==> config.mk <==
export PLATFORM = sky130hd
export DESIGN_NAME = salida_pop_reader
export DESIGN_NICKNAME = d
export VERILOG_FILES = /design/src/rtl/salida_pop_reader_pkg.sv /design/src/rtl/salida_pop_reader_rr_arbiter4.sv /design/src/rtl/salida_pop_reader.sv
export SDC_FILE = /design/constraint.sdc
export NUM_CORES = 1
export LEC_CHECK = 0
export ABC_AREA = 1
export CAP_MARGIN = 20
export CORE_MARGIN = 5
export CORE_UTILIZATION = 55
export DETAILED_ROUTE_END_ITERATION = 12
export PLACE_DENSITY = 0.95
export SLEW_MARGIN = 20
export SYNTH_ARGS = -nofsm -noshare
export SYNTH_HDL_FRONTEND = slang
export SYNTH_HIERARCHICAL = 1
export SYNTH_SLANG_ARGS = --single-unit
export TNS_END_PERCENT = 30
==> constraint.sdc <==
create_clock -name clk -period 5.2 [get_ports clk]
set_input_delay 0.52 -clock clk [delete_from_list [all_inputs] [get_ports clk]]
set_output_delay 0.52 -clock clk [all_outputs]
set_load 0.05 [all_outputs]
==> src/rtl/salida_pop_reader_pkg.sv <==
// Shared constants and FSM encoding for the salida pop reader.
// Every file of this block imports this package.
package salida_pop_reader_pkg;

  localparam int DATA_W = 10;
  localparam int CH_W   = 2;
  localparam int N_CH   = 4;
  localparam int BUF_D  = 2;
  localparam int CNT_W  = 8;

  typedef enum logic [1:0] {
    ST_IDLE   = 2'd0,
    ST_ACTIVE = 2'd1,
    ST_DRAIN  = 2'd2
  } state_t;

endpackage

==> src/rtl/salida_pop_reader_rr_arbiter4.sv <==
// Four-way round-robin arbiter. Combinational only: it grants the first
// requesting channel at or after the pointer, and reports its index.
module salida_pop_reader_rr_arbiter4
  import salida_pop_reader_pkg::*;
(
  input  logic [N_CH-1:0] req,
  input  logic [CH_W-1:0] ptr,
  output logic [N_CH-1:0] grant,
  output logic [CH_W-1:0] idx,
  output logic            any
);

  logic [CH_W-1:0] cand;

  // Scan channels starting at the pointer and keep the first requester found
  always_comb begin
    grant = '0;
    idx   = ptr;
    any   = 1'b0;
    cand  = '0;
    for (int i = 0; i < N_CH; i++) begin
      cand = ptr + CH_W'(i);
      if (!any && req[cand]) begin
        grant[cand] = 1'b1;
        idx         = cand;
        any         = 1'b1;
      end
    end
  end

endmodule

==> src/rtl/salida_pop_reader.sv <==
// Consumer end of the routing FIFO fabric. Drains output FIFOs 4..7 with a
// round-robin pop, captures each word the cycle after its pop into a small
// buffer, and presents the words as one valid/ready stream tagged with the
// source channel. Also counts delivered words and flags misrouted words.
module salida_pop_reader
  import salida_pop_reader_pkg::*;
#(
  parameter int DATA_W = salida_pop_reader_pkg::DATA_W,
  parameter int BUF_D  = salida_pop_reader_pkg::BUF_D,
  parameter int CNT_W  = salida_pop_reader_pkg::CNT_W
) (
  input  logic              clk,
  input  logic              reset,
  input  logic              init,
  input  logic              enable,
  input  logic              empty4,
  input  logic              empty5,
  input  logic              empty6,
  input  logic              empty7,
  input  logic [DATA_W-1:0] data4,
  input  logic [DATA_W-1:0] data5,
  input  logic [DATA_W-1:0] data6,
  input  logic [DATA_W-1:0] data7,
  output logic              pop4,
  output logic              pop5,
  output logic              pop6,
  output logic              pop7,
  input  logic              ready_out,
  output logic              valid_out,
  output logic [DATA_W-1:0] data_out,
  output logic [CH_W-1:0]   ch_out,
  output logic [CNT_W-1:0]  cnt0,
  output logic [CNT_W-1:0]  cnt1,
  output logic [CNT_W-1:0]  cnt2,
  output logic [CNT_W-1:0]  cnt3,
  output logic [N_CH-1:0]   err_dest,
  output logic              busy
);

  localparam int OCC_W  = $clog2(BUF_D + 1);
  localparam int PROJ_W = OCC_W + 1;
  localparam int PTR_W  = (BUF_D > 1) ? $clog2(BUF_D) : 1;

  state_t state, state_nxt;

  logic [N_CH-1:0]   req;
  logic [N_CH-1:0]   grant;
  logic [CH_W-1:0]   grant_idx;
  logic              grant_any;
  logic [CH_W-1:0]   rr_ptr;

  logic              inflight;
  logic [CH_W-1:0]   inflight_ch;
  logic [DATA_W-1:0] cap_data;

  logic [DATA_W-1:0] buf_data [BUF_D];
  logic [CH_W-1:0]   buf_ch   [BUF_D];
  logic [PTR_W-1:0]  wr_ptr, rd_ptr;
  logic [OCC_W-1:0]  occ;

  logic              deq;
  logic [PROJ_W-1:0] proj;
  logic              pop_ok;
  logic [N_CH-1:0]   pop_vec;
  logic              pop_fire;

  logic [CNT_W-1:0]  cnt [N_CH];

  function automatic logic [PTR_W-1:0] ptr_next(input logic [PTR_W-1:0] p);
    return (p == PTR_W'(BUF_D - 1)) ? '0 : p + PTR_W'(1);
  endfunction

  assign req = ~{empty7, empty6, empty5, empty4};

  salida_pop_reader_rr_arbiter4 u_arb (
    .req   (req),
    .ptr   (rr_ptr),
    .grant (grant),
    .idx   (grant_idx),
    .any   (grant_any)
  );

  // The buffer head drives the stream; outputs read as zero while it is empty
  assign valid_out = (occ != '0);
  assign deq       = valid_out & ready_out;
  assign data_out  = valid_out ? buf_data[rd_ptr] : '0;
  assign ch_out    = valid_out ? buf_ch[rd_ptr]   : '0;

  // Entries that will be held after this edge if no new pop is issued
  assign proj = (PROJ_W'(occ) + PROJ_W'(inflight)) - PROJ_W'(deq);

  assign pop_fire = |pop_vec;
  assign {pop7, pop6, pop5, pop4} = pop_vec;

  assign cnt0 = cnt[0];
  assign cnt1 = cnt[1];
  assign cnt2 = cnt[2];
  assign cnt3 = cnt[3];

  // FSM state register
  always_ff @(posedge clk or posedge reset) begin
    if (reset) state <= ST_IDLE;
    else       state <= state_nxt;
  end

  // Next state: init re-arms from anywhere; enable steers ACTIVE/DRAIN
  always_comb begin
    state_nxt = state;
    if (init) begin
      state_nxt = ST_ACTIVE;
    end else begin
      case (state)
        ST_IDLE:   state_nxt = ST_IDLE;
        ST_ACTIVE: if (!enable) state_nxt = ST_DRAIN;
        ST_DRAIN: begin
          if (enable)                       state_nxt = ST_ACTIVE;
          else if (!inflight && !valid_out) state_nxt = ST_IDLE;
        end
        default:   state_nxt = ST_IDLE;
      endcase
    end
  end

  // FSM outputs: a pop only when armed, enabled and the buffer has a free slot
  always_comb begin
    pop_ok  = (state == ST_ACTIVE) && enable && (proj < PROJ_W'(BUF_D));
    pop_vec = '0;
    if (pop_ok && grant_any) pop_vec = grant;
    busy    = (state != ST_IDLE) || valid_out || inflight;
  end

  // Round-robin pointer and the one-deep record of the word being fetched
  always_ff @(posedge clk or posedge reset) begin
    if (reset) begin
      rr_ptr      <= '0;
      inflight    <= 1'b0;
      inflight_ch <= '0;
    end else begin
      inflight <= pop_fire;
      if (pop_fire) begin
        inflight_ch <= grant_idx;
        rr_ptr      <= grant_idx + 1'b1;
      end
    end
  end

  // Select the read data of the FIFO popped in the previous cycle
  always_comb begin
    case (inflight_ch)
      2'd0:    cap_data = data4;
      2'd1:    cap_data = data5;
      2'd2:    cap_data = data6;
      default: cap_data = data7;
    endcase
  end

  // Circular output buffer in pop order; write and read may share a cycle
  always_ff @(posedge clk or posedge reset) begin
    if (reset) begin
      for (int i = 0; i < BUF_D; i++) begin
        buf_data[i] <= '0;
        buf_ch[i]   <= '0;
      end
      wr_ptr <= '0;
      rd_ptr <= '0;
      occ    <= '0;
    end else begin
      if (inflight) begin
        buf_data[wr_ptr] <= cap_data;
        buf_ch[wr_ptr]   <= inflight_ch;
        wr_ptr           <= ptr_next(wr_ptr);
      end
      if (deq) rd_ptr <= ptr_next(rd_ptr);
      case ({inflight, deq})
        2'b10:   occ <= occ + OCC_W'(1);
        2'b01:   occ <= occ - OCC_W'(1);
        default: occ <= occ;
      endcase
    end
  end

  // Delivered-word counters and sticky routing errors, both cleared by init
  always_ff @(posedge clk or posedge reset) begin
    if (reset) begin
      for (int i = 0; i < N_CH; i++) cnt[i] <= '0;
      err_dest <= '0;
    end else if (init) begin
      for (int i = 0; i < N_CH; i++) cnt[i] <= '0;
      err_dest <= '0;
    end else begin
      if (deq) cnt[ch_out] <= cnt[ch_out] + CNT_W'(1);
      if (inflight && (cap_data[DATA_W-1:DATA_W-2] != inflight_ch))
        err_dest[inflight_ch] <= 1'b1;
    end
  end

endmodule

# Yosys cells after proc, flatten, opt, wreduce, memory -nomap -nowiden
# Index checks and enable logic that the tools add are counted.
dict set report word_totals {
  regBits 71
  input_bits 49
  output_inout_bits 54
  wordCells 154
}
dict set report op_classes {
  addsub 11
  n_lt_le_gt_ge 16
  n_eq_ne 9
  mux 63
  bitwise 9
  n_reduce_logical 30
}
# cell count
set op_table {}
lappend op_table {{two-way mux 32 bit} 2}
lappend op_table {{two-way mux 10 bit} 5}
lappend op_table {{bitwise mux 32 bit} 1}
lappend op_table {{one-hot mux 10 bit (3 select lines)} 1}
lappend op_table {{two-way mux 4 bit} 7}
lappend op_table {{two-way mux 2 bit} 12}
lappend op_table {{two-way mux 8 bit} 3}
lappend op_table {{bitwise mux 20 bit} 1}
lappend op_table {{binary-select mux 8 bit (select 2 bit)} 1}
lappend op_table {{demux 8 bit (select 2 bit)} 1}
lappend op_table {{bitwise OR 4 bit} 4}
lappend op_table {{logical AND 1 bit} 15}
lappend op_table {{< comparator 2 x 3 -> 1 bit, second input constant} 5}
lappend op_table {{two-way mux 1 bit} 15}
lappend op_table {{demux 1 bit (select 2 bit)} 5}
lappend op_table {{demux 10 bit (select 1 bit)} 1}
lappend op_table {{greater-or-equal comparator 2 x 1 -> 1 bit, second input constant} 5}
lappend op_table {{nonzero test 2 bit} 5}
lappend op_table {{adder 8 x 1 -> 8 bit, second input constant} 1}
lappend op_table {{binary-select mux 1 bit (select 2 bit)} 4}
lappend op_table {{one-hot mux 2 bit (2 select lines)} 2}
lappend op_table {{adder 2 x 1 -> 2 bit, second input constant} 3}
lappend op_table {{== test 2 x 1 -> 1 bit, second input constant} 3}
lappend op_table {{== test 2 bit, second input constant} 3}
lappend op_table {{other kinds (24)} 33}

# Logic depth before layout (Yosys ltp)
# Gate-level depths: netlist of run 1.
dict set report depth {
  depth_word 16
  mapped_depth 16
}

# Cells and area by module
# Netlist of run 1, hierarchy kept.
# mod n_inst cells_each area_per_inst_um2 seq_area_each_um2
set by_module_without_submodules {}
lappend by_module_without_submodules {salida_pop_reader 1 533 3896.2 1776.7}
lappend by_module_without_submodules {salida_pop_reader_rr_arbiter4 1 81 476.7 0.0}

# Least setup slack after synthesis of run 1
# Ideal clock, no wire load.
dict set report synth_path {
  kind {input -> output}
  startpoint {input ready_out}
  endpoint {output pop4}
  arrival_ns 2.412
  required_time_ns 4.680
  setup_slack_ns 2.268
  path_stages 8
  path_cell_list {inv_1 -> nor3_1 -> or2_2 -> nand2_1 -> fa_1 -> xnor2_1 -> nand4_1 -> nor2_1}
}
dict set report synth_between {
  elab_chain_len 6
}
# item line
set synth_lines {}
lappend synth_lines {{start: declaration} salida_pop_reader.sv:28} ;# input logic ready_out,
lappend synth_lines {{AND 1 bit} salida_pop_reader.sv:85} ;# assign deq = valid_out & ready_out;
lappend synth_lines {{subtractor 3 x 1 -> 3 bit} salida_pop_reader.sv:90} ;# assign proj = (PROJ_W'(occ) + PROJ_W'(inflight)) - PROJ_W'(deq);
lappend synth_lines {{< comparator 3 x 2 -> 1 bit} salida_pop_reader.sv:126} ;# pop_ok = (state == ST_ACTIVE) && enable && (proj < PROJ_W'(BUF_D));
lappend synth_lines {{logical AND 1 bit} salida_pop_reader.sv:126}
lappend synth_lines {{logical AND 1 bit} salida_pop_reader.sv:128} ;# if (pop_ok && grant_any) pop_vec = grant;
lappend synth_lines {{two-way mux 4 bit} salida_pop_reader.sv:128}
lappend synth_lines {{end: declaration} salida_pop_reader.sv:24} ;# output logic pop4,
# Every way passes these cells.

# Final worst setup path of run 1
dict set report layout_path {
  startpoint {register occ[1]}
  endpoint {output pop7}
}
dict set report layout_between {
  elab_chain_len 7
  word_cells_on_any_way 8
  cone_classes {2 x add/sub; 1 x order compare; 1 x mux; 1 x bitwise; 3 x reduce/logical}
}
# item line
set layout_lines {}
lappend layout_lines {{start: declaration} salida_pop_reader.sv:59} ;# logic [OCC_W-1:0] occ;
lappend layout_lines {{start signal: assignment} salida_pop_reader.sv:175} ;# 2'b10: occ <= occ + OCC_W'(1);
lappend layout_lines {{start signal: assignment} salida_pop_reader.sv:176} ;# 2'b01: occ <= occ - OCC_W'(1);
lappend layout_lines {{parallel branches: the longest is 2 deep, another holds adder 2 x 1 -> 3 bit} n/a}
lappend layout_lines {{subtractor 3 x 1 -> 3 bit *} salida_pop_reader.sv:90}
lappend layout_lines {{< comparator 3 x 2 -> 1 bit *} salida_pop_reader.sv:126}
lappend layout_lines {{logical AND 1 bit *} salida_pop_reader.sv:126}
lappend layout_lines {{logical AND 1 bit *} salida_pop_reader.sv:128}
lappend layout_lines {{two-way mux 4 bit *} salida_pop_reader.sv:128}
lappend layout_lines {{end: declaration} salida_pop_reader.sv:27} ;# output logic pop7,
# Mark *: on every way between the ends.

==> flow_metrics.env, run 1 <==
export IMPL_layout_commonest_cell="nand2_1"
export IMPL_start_util=0.566
export IMPL_fmax_mhz=255
export IMPL_slew_headroom=0.404
export IMPL_cts_tree="yes"
export IMPL_cts_made_buffers=9
export IMPL_postCtsHoldBufs=0
export IMPL_dr_total_vias=4761
export IMPL_vdd_ir_drop_max_mv=0.423
export IMPL_max_slew_worst_pin_slew_ps=894
export IMPL_drt_iter0_markers=613
export IMPL_drt_wl_total_um=13400
export IMPL_place_inst=800
export IMPL_path_max_fanout=13
export IMPL_drc=0
export IMPL_syn_inst=614
export IMPL_cap_violations=0
export IMPL_grt_max_degree=72
export IMPL_synth_avg_cell_area_sq_um=7.12
export IMPL_arrival_ps=3410
export IMPL_cp_required_ps=4680
export IMPL_grt_ovfl_total=0
export IMPL_post_route_util=0.732
export IMPL_grt_pass1_wl_um=22000
export IMPL_drtAntennaViolNets=0
export IMPL_die_x_um=99.2
export IMPL_clock_sinks=71
export IMPL_layout_min_cycle_time_ps=3930
export IMPL_hpwl_um=9500
export IMPL_rsz0062_at_grt="false"
export IMPL_synth_seq_area_share=0.406
export IMPL_antenna_found_initial=0
export IMPL_die_y_um=99.2
export IMPL_synth_seq_cells=71
export IMPL_path_class="flop to output pin"
export IMPL_cts_buffer_depth=2
export IMPL_setup_tns_ps=0
export IMPL_synth_cell_type_count=38
export IMPL_worst_r2r_cell_count=14
export IMPL_min_period_over_period=0.755
export IMPL_fin_cells=816
export IMPL_dieArea_sq_um=9830
export IMPL_detail_route_wl_per_cell_um=16.5
export IMPL_end_kind="output pin"
export IMPL_core_area_sq_um=7730
export IMPL_slew_viol_final=0
export IMPL_critPathLaunchType="flop"
export IMPL_skew_ps=9.84
export IMPL_yosys_area_top_type_share=0.406
export IMPL_yosysTopAreaCell="dfrtp_1"
export IMPL_cts_htree_levels=3
export IMPL_hold_viol=0
export IMPL_final_nets=765
export IMPL_min_path_cells=2
export IMPL_via_per_inst=5.83
export IMPL_yosys_top_cells_area="dfrtp_1 41%, nand2_1 18%, nand3_1 6.3%"
export IMPL_syn_cell_area_sq_um=4370
export IMPL_gp_congestion=0.943
export IMPL_antenna_cells=0
export IMPL_grt_pass1_vias=4513
export IMPL_synth_warnings=6
export IMPL_clkLatencyLatePin_ps=350
export IMPL_cts_resized=0
export IMPL_setup_viol=0
export IMPL_post_cts_buffers=0
export IMPL_hold_class="flop to flop"
export IMPL_final_cell_area_sq_um=5660
export IMPL_syn_nets=670
export IMPL_drt_pass1_iter_count=5
export IMPL_place_area_sq_um=5410
export IMPL_cts_root_buf="clkbuf_8"
export IMPL_clk_pin_slew_ps=80
export IMPL_ios=103
export IMPL_grt_usage=0.275
export IMPL_rows=32
export IMPL_final_cell_mix="208 x nand2_1, 102 x clkdlybuf4s50_1, 71 x dfrtp_1"
export IMPL_drive_gt1_frac=0.0756
export IMPL_power_density_nw_per_um2=565
export IMPL_p_leak_nw=2.70
export IMPL_status="completed"
export IMPL_area_growth_pct=29.4
export IMPL_finalPower_mw=3.20
export IMPL_io_buffers=102
==> per-stage QoR <==
| stage | hold slack (ps) | worst slack, ps |
|---|---|---|
| final | 491 | 1270 |
| after global routing | 514 | 1020 |
| after CTS | 492 | 1250 |
| after detailed placement | 473 | 1320 |
| after global placement | 464 | 1430 |
| after floorplan | 449 | 2270 |
==> Yosys cell counts (all sizes together) <==
cell,number
a21oi,16
ha,6
o22ai,13
o21bai,1
or2,1
nor3,1
xnor2,1
o41ai,1
and3,1
inv,76
a41oi,1
nand3b,2
clkbuf,12
nand3,59
o21ai,55
mux2,1
dfrtp,71
o211ai,2
fa,1
nor2,46
buf,7
nand4,16
xor2,3
nand2,221
==> critical path: stages (launching register included) <==
cell             delay [ps]
dfrtp_1                 460
nor2_2                  540
nor3_1                  170
or2_2                   330
nand2_1                  80
fa_1                    180
xnor2_1                 120
nand4_1                 200
nor2_1                  150
clkdlybuf4s50_1         810
==> per-layer routing <==
| metal | GRT usage | wire length, um | vias to the layer above |
|---|---|---|---|
| met3 | 0.0484 | 1120 | 63 |
| met2 | 0.459 | 6610 | 314 |
| li1 | - | - | 2167 |
| met5 | 0 | 0 | - |
| met4 | 0.128 | 519 | 0 |
| met1 | 0.349 | 5180 | 2217 |
==> sequential cells by signal, indices dropped and copies added (netlist names), 4 cells and up <==
| name | flops |
|---|---|
| buf_data | 20 |
| cnt0 | 8 |
| cnt1 | 8 |
| cnt2 | 8 |
| cnt3 | 8 |
| buf_ch | 4 |
| err_dest | 4 |
==> kinds of logic (layout without fill, tap and decap cells) <==
| kind of cell | Yosys count | in the layout | share of synthesized area |
|---|---|---|---|
| and+or+nand+nor | 347 | 347 | 0.358 |
| buffers and inverters | 95 | 195 | 0.0921 |
| AOI/OAI and AO/OA | 89 | 89 | 0.112 |
| DFF | 71 | 71 | 0.406 |
| adders and majority gates | 7 | 7 | 0.0217 |
| xor gates and xnor gates | 4 | 4 | 0.00801 |
| muxes | 1 | 1 | 0.00257 |
==> final timing paths <==
kind / end / slack, ps / startpoint
min in group asynchronous: buf_data[1]$_DFFE_PP0P_ / 750 / reset
worst max-delay path: pop7 / 1270 / occ[1]$_DFFE_PP0P_
max in group asynchronous: occ[0]$_DFFE_PP0P_ / 3870 / reset
worst max register to register: cnt3[4]$_DFFE_PP0P_ / 1970 / occ[1]$_DFFE_PP0P_
worst min-delay path: buf_data[12]$_DFFE_PP0P_ / 490 / buf_data[12]$_DFFE_PP0P_
worst min register to register: buf_data[12]$_DFFE_PP0P_ / 490 / buf_data[12]$_DFFE_PP0P_
==> report_power, final <==
group,switching (mW),internal [mW],total [mW]
registers,0.156,0.692,0.848
clock network,0.217,0.332,0.549
logic,1.26,0.535,1.80
total,1.64,1.56,3.20
==> area by class of cell <==
| class | count | area [sq um] |
|---|---|---|
| flip-flops and latches | 71 | 1780 |
| fillers | 555 | 2070 |
| clock inverters | 5 | 105 |
| clock buffers | 11 | 141 |
| multi-input cells | 448 | 2190 |
| repair buffers | 103 | 1030 |
| inverters | 76 | 285 |
| well taps | 102 | 128 |
(Power assumes the default switching activity.)
==> inputs of run 2 (changes only) <==
CORE_UTILIZATION = 51   (was 55)
PLACE_DENSITY = 0.91   (was 0.95)
clock period = 3.9 ns   (was 5.2 ns; I/O delays follow)
==> run 2 against run 1 <==
Cell count is 0.25% higher. Critical path depth is 4 lower. Global-route usage is 3.0 points lower. Combinational power up 31%. Via count fell by 3.4%. Die area rose by 7.0%. Largest power group unchanged.
==> flow_metrics.env, run 2 (same netlist as run 1, synthesis figures left out) <==
export IMPL_drt_iter0_markers=458
export IMPL_rows=33
export IMPL_antenna_cells=0
export IMPL_regMostFlops="buf_data"
export IMPL_cap_violations=0
export IMPL_layout_commonest_cell="nand2_1"
export IMPL_drtAntennaViolNets=0
export IMPL_rsz0062_at_grt="false"
export IMPL_postCtsHoldBufs=0
export IMPL_switching_power_mw=2.14
export IMPL_finalPower_mw=4.14
export IMPL_cts_made_buffers=9
export IMPL_hold_viol=0
export IMPL_min_period_over_period=0.833
export IMPL_cts_resized=0
export IMPL_clkLatencyLatePin_ps=350
export IMPL_cts_tree="yes"
export IMPL_final_nets=765
export IMPL_final_cell_mix="208 x nand2_1, 98 x clkdlybuf4s50_1, 71 x dfrtp_1"
export IMPL_gp_congestion=0.909
export IMPL_slew_headroom=0.466
export IMPL_largest_reg_flops=20
export IMPL_setup_viol=0
export IMPL_crit_path_cell_trace="nor2_2, inv_2, nand2_4, inv_2, clkdlybuf4s50_1"
export IMPL_max_slew_worst_pin_slew_ps=800
export IMPL_die_y_um=103
export IMPL_path_class="flop to output pin"
export IMPL_p_leak_nw=2.70
export IMPL_drive_gt1_frac=0.0813
export IMPL_drt_wl_total_um=12600
export IMPL_hpwl_um=9380
export IMPL_grt_pass1_wl_um=20500
export IMPL_power_frac_clock=0.159
export IMPL_grt_max_degree=49
export IMPL_vdd_ir_drop_max_mv=0.509
export IMPL_crit_family="buffers and inverters"
export IMPL_status="completed"
export IMPL_hold_class="input pin to asynchronous set/reset pin"
export IMPL_holdWs_ps=477
export IMPL_grt_pass1_vias=4383
export IMPL_swShare=0.516
export IMPL_sequentialPowerShare=0.274
export IMPL_fmax_mhz=308
export IMPL_drc=0
export IMPL_ios=103
export IMPL_slew_viol_final=0
export IMPL_path_max_fanout=20
export IMPL_power_density_nw_per_um2=736
export IMPL_cpMaxStageDelayCell="clkdlybuf4s50_1"
export IMPL_critPathMostFrequentCell="inv_2"
export IMPL_layout_min_cycle_time_ps=3250
export IMPL_cp_required_ps=3510
export IMPL_end_kind="output pin"
export IMPL_detail_route_wl_per_cell_um=15.3
export IMPL_core_area_sq_um=8300
export IMPL_via_per_inst=5.62
export IMPL_drt_pass1_iter_count=5
export IMPL_die_x_um=103
export IMPL_grt_ovfl_total=0
export IMPL_post_cts_buffers=0
export IMPL_grt_usage=0.245
export IMPL_antenna_found_initial=0
export IMPL_place_area_sq_um=5410
export IMPL_crit_buf_inv=3
export IMPL_clock_sinks=71
export IMPL_dr_total_vias=4601
export IMPL_place_inst=803
export IMPL_dieArea_sq_um=10500
export IMPL_cts_root_buf="clkbuf_8"
export IMPL_p_int_mw=2.01
export IMPL_fill_cells=630
export IMPL_combPwrFrac=0.568
export IMPL_final_cell_area_sq_um=5630
export IMPL_arrival_ps=2860
export IMPL_clk_pin_slew_ps=80
export IMPL_critPathLaunchType="flop"
export IMPL_area_growth_pct=28.6
export IMPL_skew_ps=12.5
export IMPL_cts_htree_levels=3
export IMPL_cts_buffer_depth=2
export IMPL_slowest_delay_ps=740
export IMPL_io_buffers=102
export IMPL_start_util=0.527
export IMPL_setup_tns_ps=0
export IMPL_fin_cells=818
## run 2: path summary, 6_finish.rpt
| check | startpoint | end | slack (ps) | depth (start not counted) |
|---|---|---|---|---|
| worst max-delay path | occ[1]$_DFFE_PP0P_ | ch_out[1] | 650 | 5 |
| worst min-delay path | reset | buf_data[4]$_DFFE_PP0P_ | 480 | 2 |
| worst max register to register | occ[1]$_DFFE_PP0P_ | cnt1[6]$_DFFE_PP0P_ | 800 | 13 |
| worst min register to register | buf_data[2]$_DFFE_PP0P_ | buf_data[2]$_DFFE_PP0P_ | 490 | 2 |
| max in group asynchronous | reset | cnt3[3]$_DFFE_PP0P_ | 2610 | 3 |
| min in group clk | buf_data[2]$_DFFE_PP0P_ | buf_data[2]$_DFFE_PP0P_ | 490 | 2 |
## run 2: power groups by stage
stage	logic (mW)	registers (mW)	clock network [mW]
after global placement	2.24	1.13	0
after floorplan	1.77	1.11	0
after global routing	2.58	1.16	0.694
after CTS	2.33	1.13	0.660
after detailed placement	2.30	1.14	0
final	2.35	1.13	0.657
## run 2: metrics by stage
stage / setup slack (ps) / util
global placement: 889 / 0.651
global route: 472 / 0.678
floorplan: 1140 / -
detailed placement: 690 / 0.651
CTS: 697 / 0.678
finish: 650 / 0.678
## run 2: cell type report
class / instances / area (sq um) / area share
clock buffers: 10 / 138 / 0.0245
clock inverters: 5 / 81.3 / 0.0145
inverters: 76 / 287 / 0.0509
multi-input cells: 448 / 2190 / 0.390
flip-flops and latches: 71 / 1780 / 0.316
well taps: 105 / 131 / 0.0234
repair buffers: 103 / 1020 / 0.181
## run 2: layer usage
metal	vias up	share of wire	GRT usage	wire (um)
met5	-	0	0	0
met4	0	0.031	0.0989	386
met3	36	0.091	0.0514	1140
met2	262	0.50	0.402	6220
met1	2143	0.38	0.316	4810
li1	2160	-	-	-
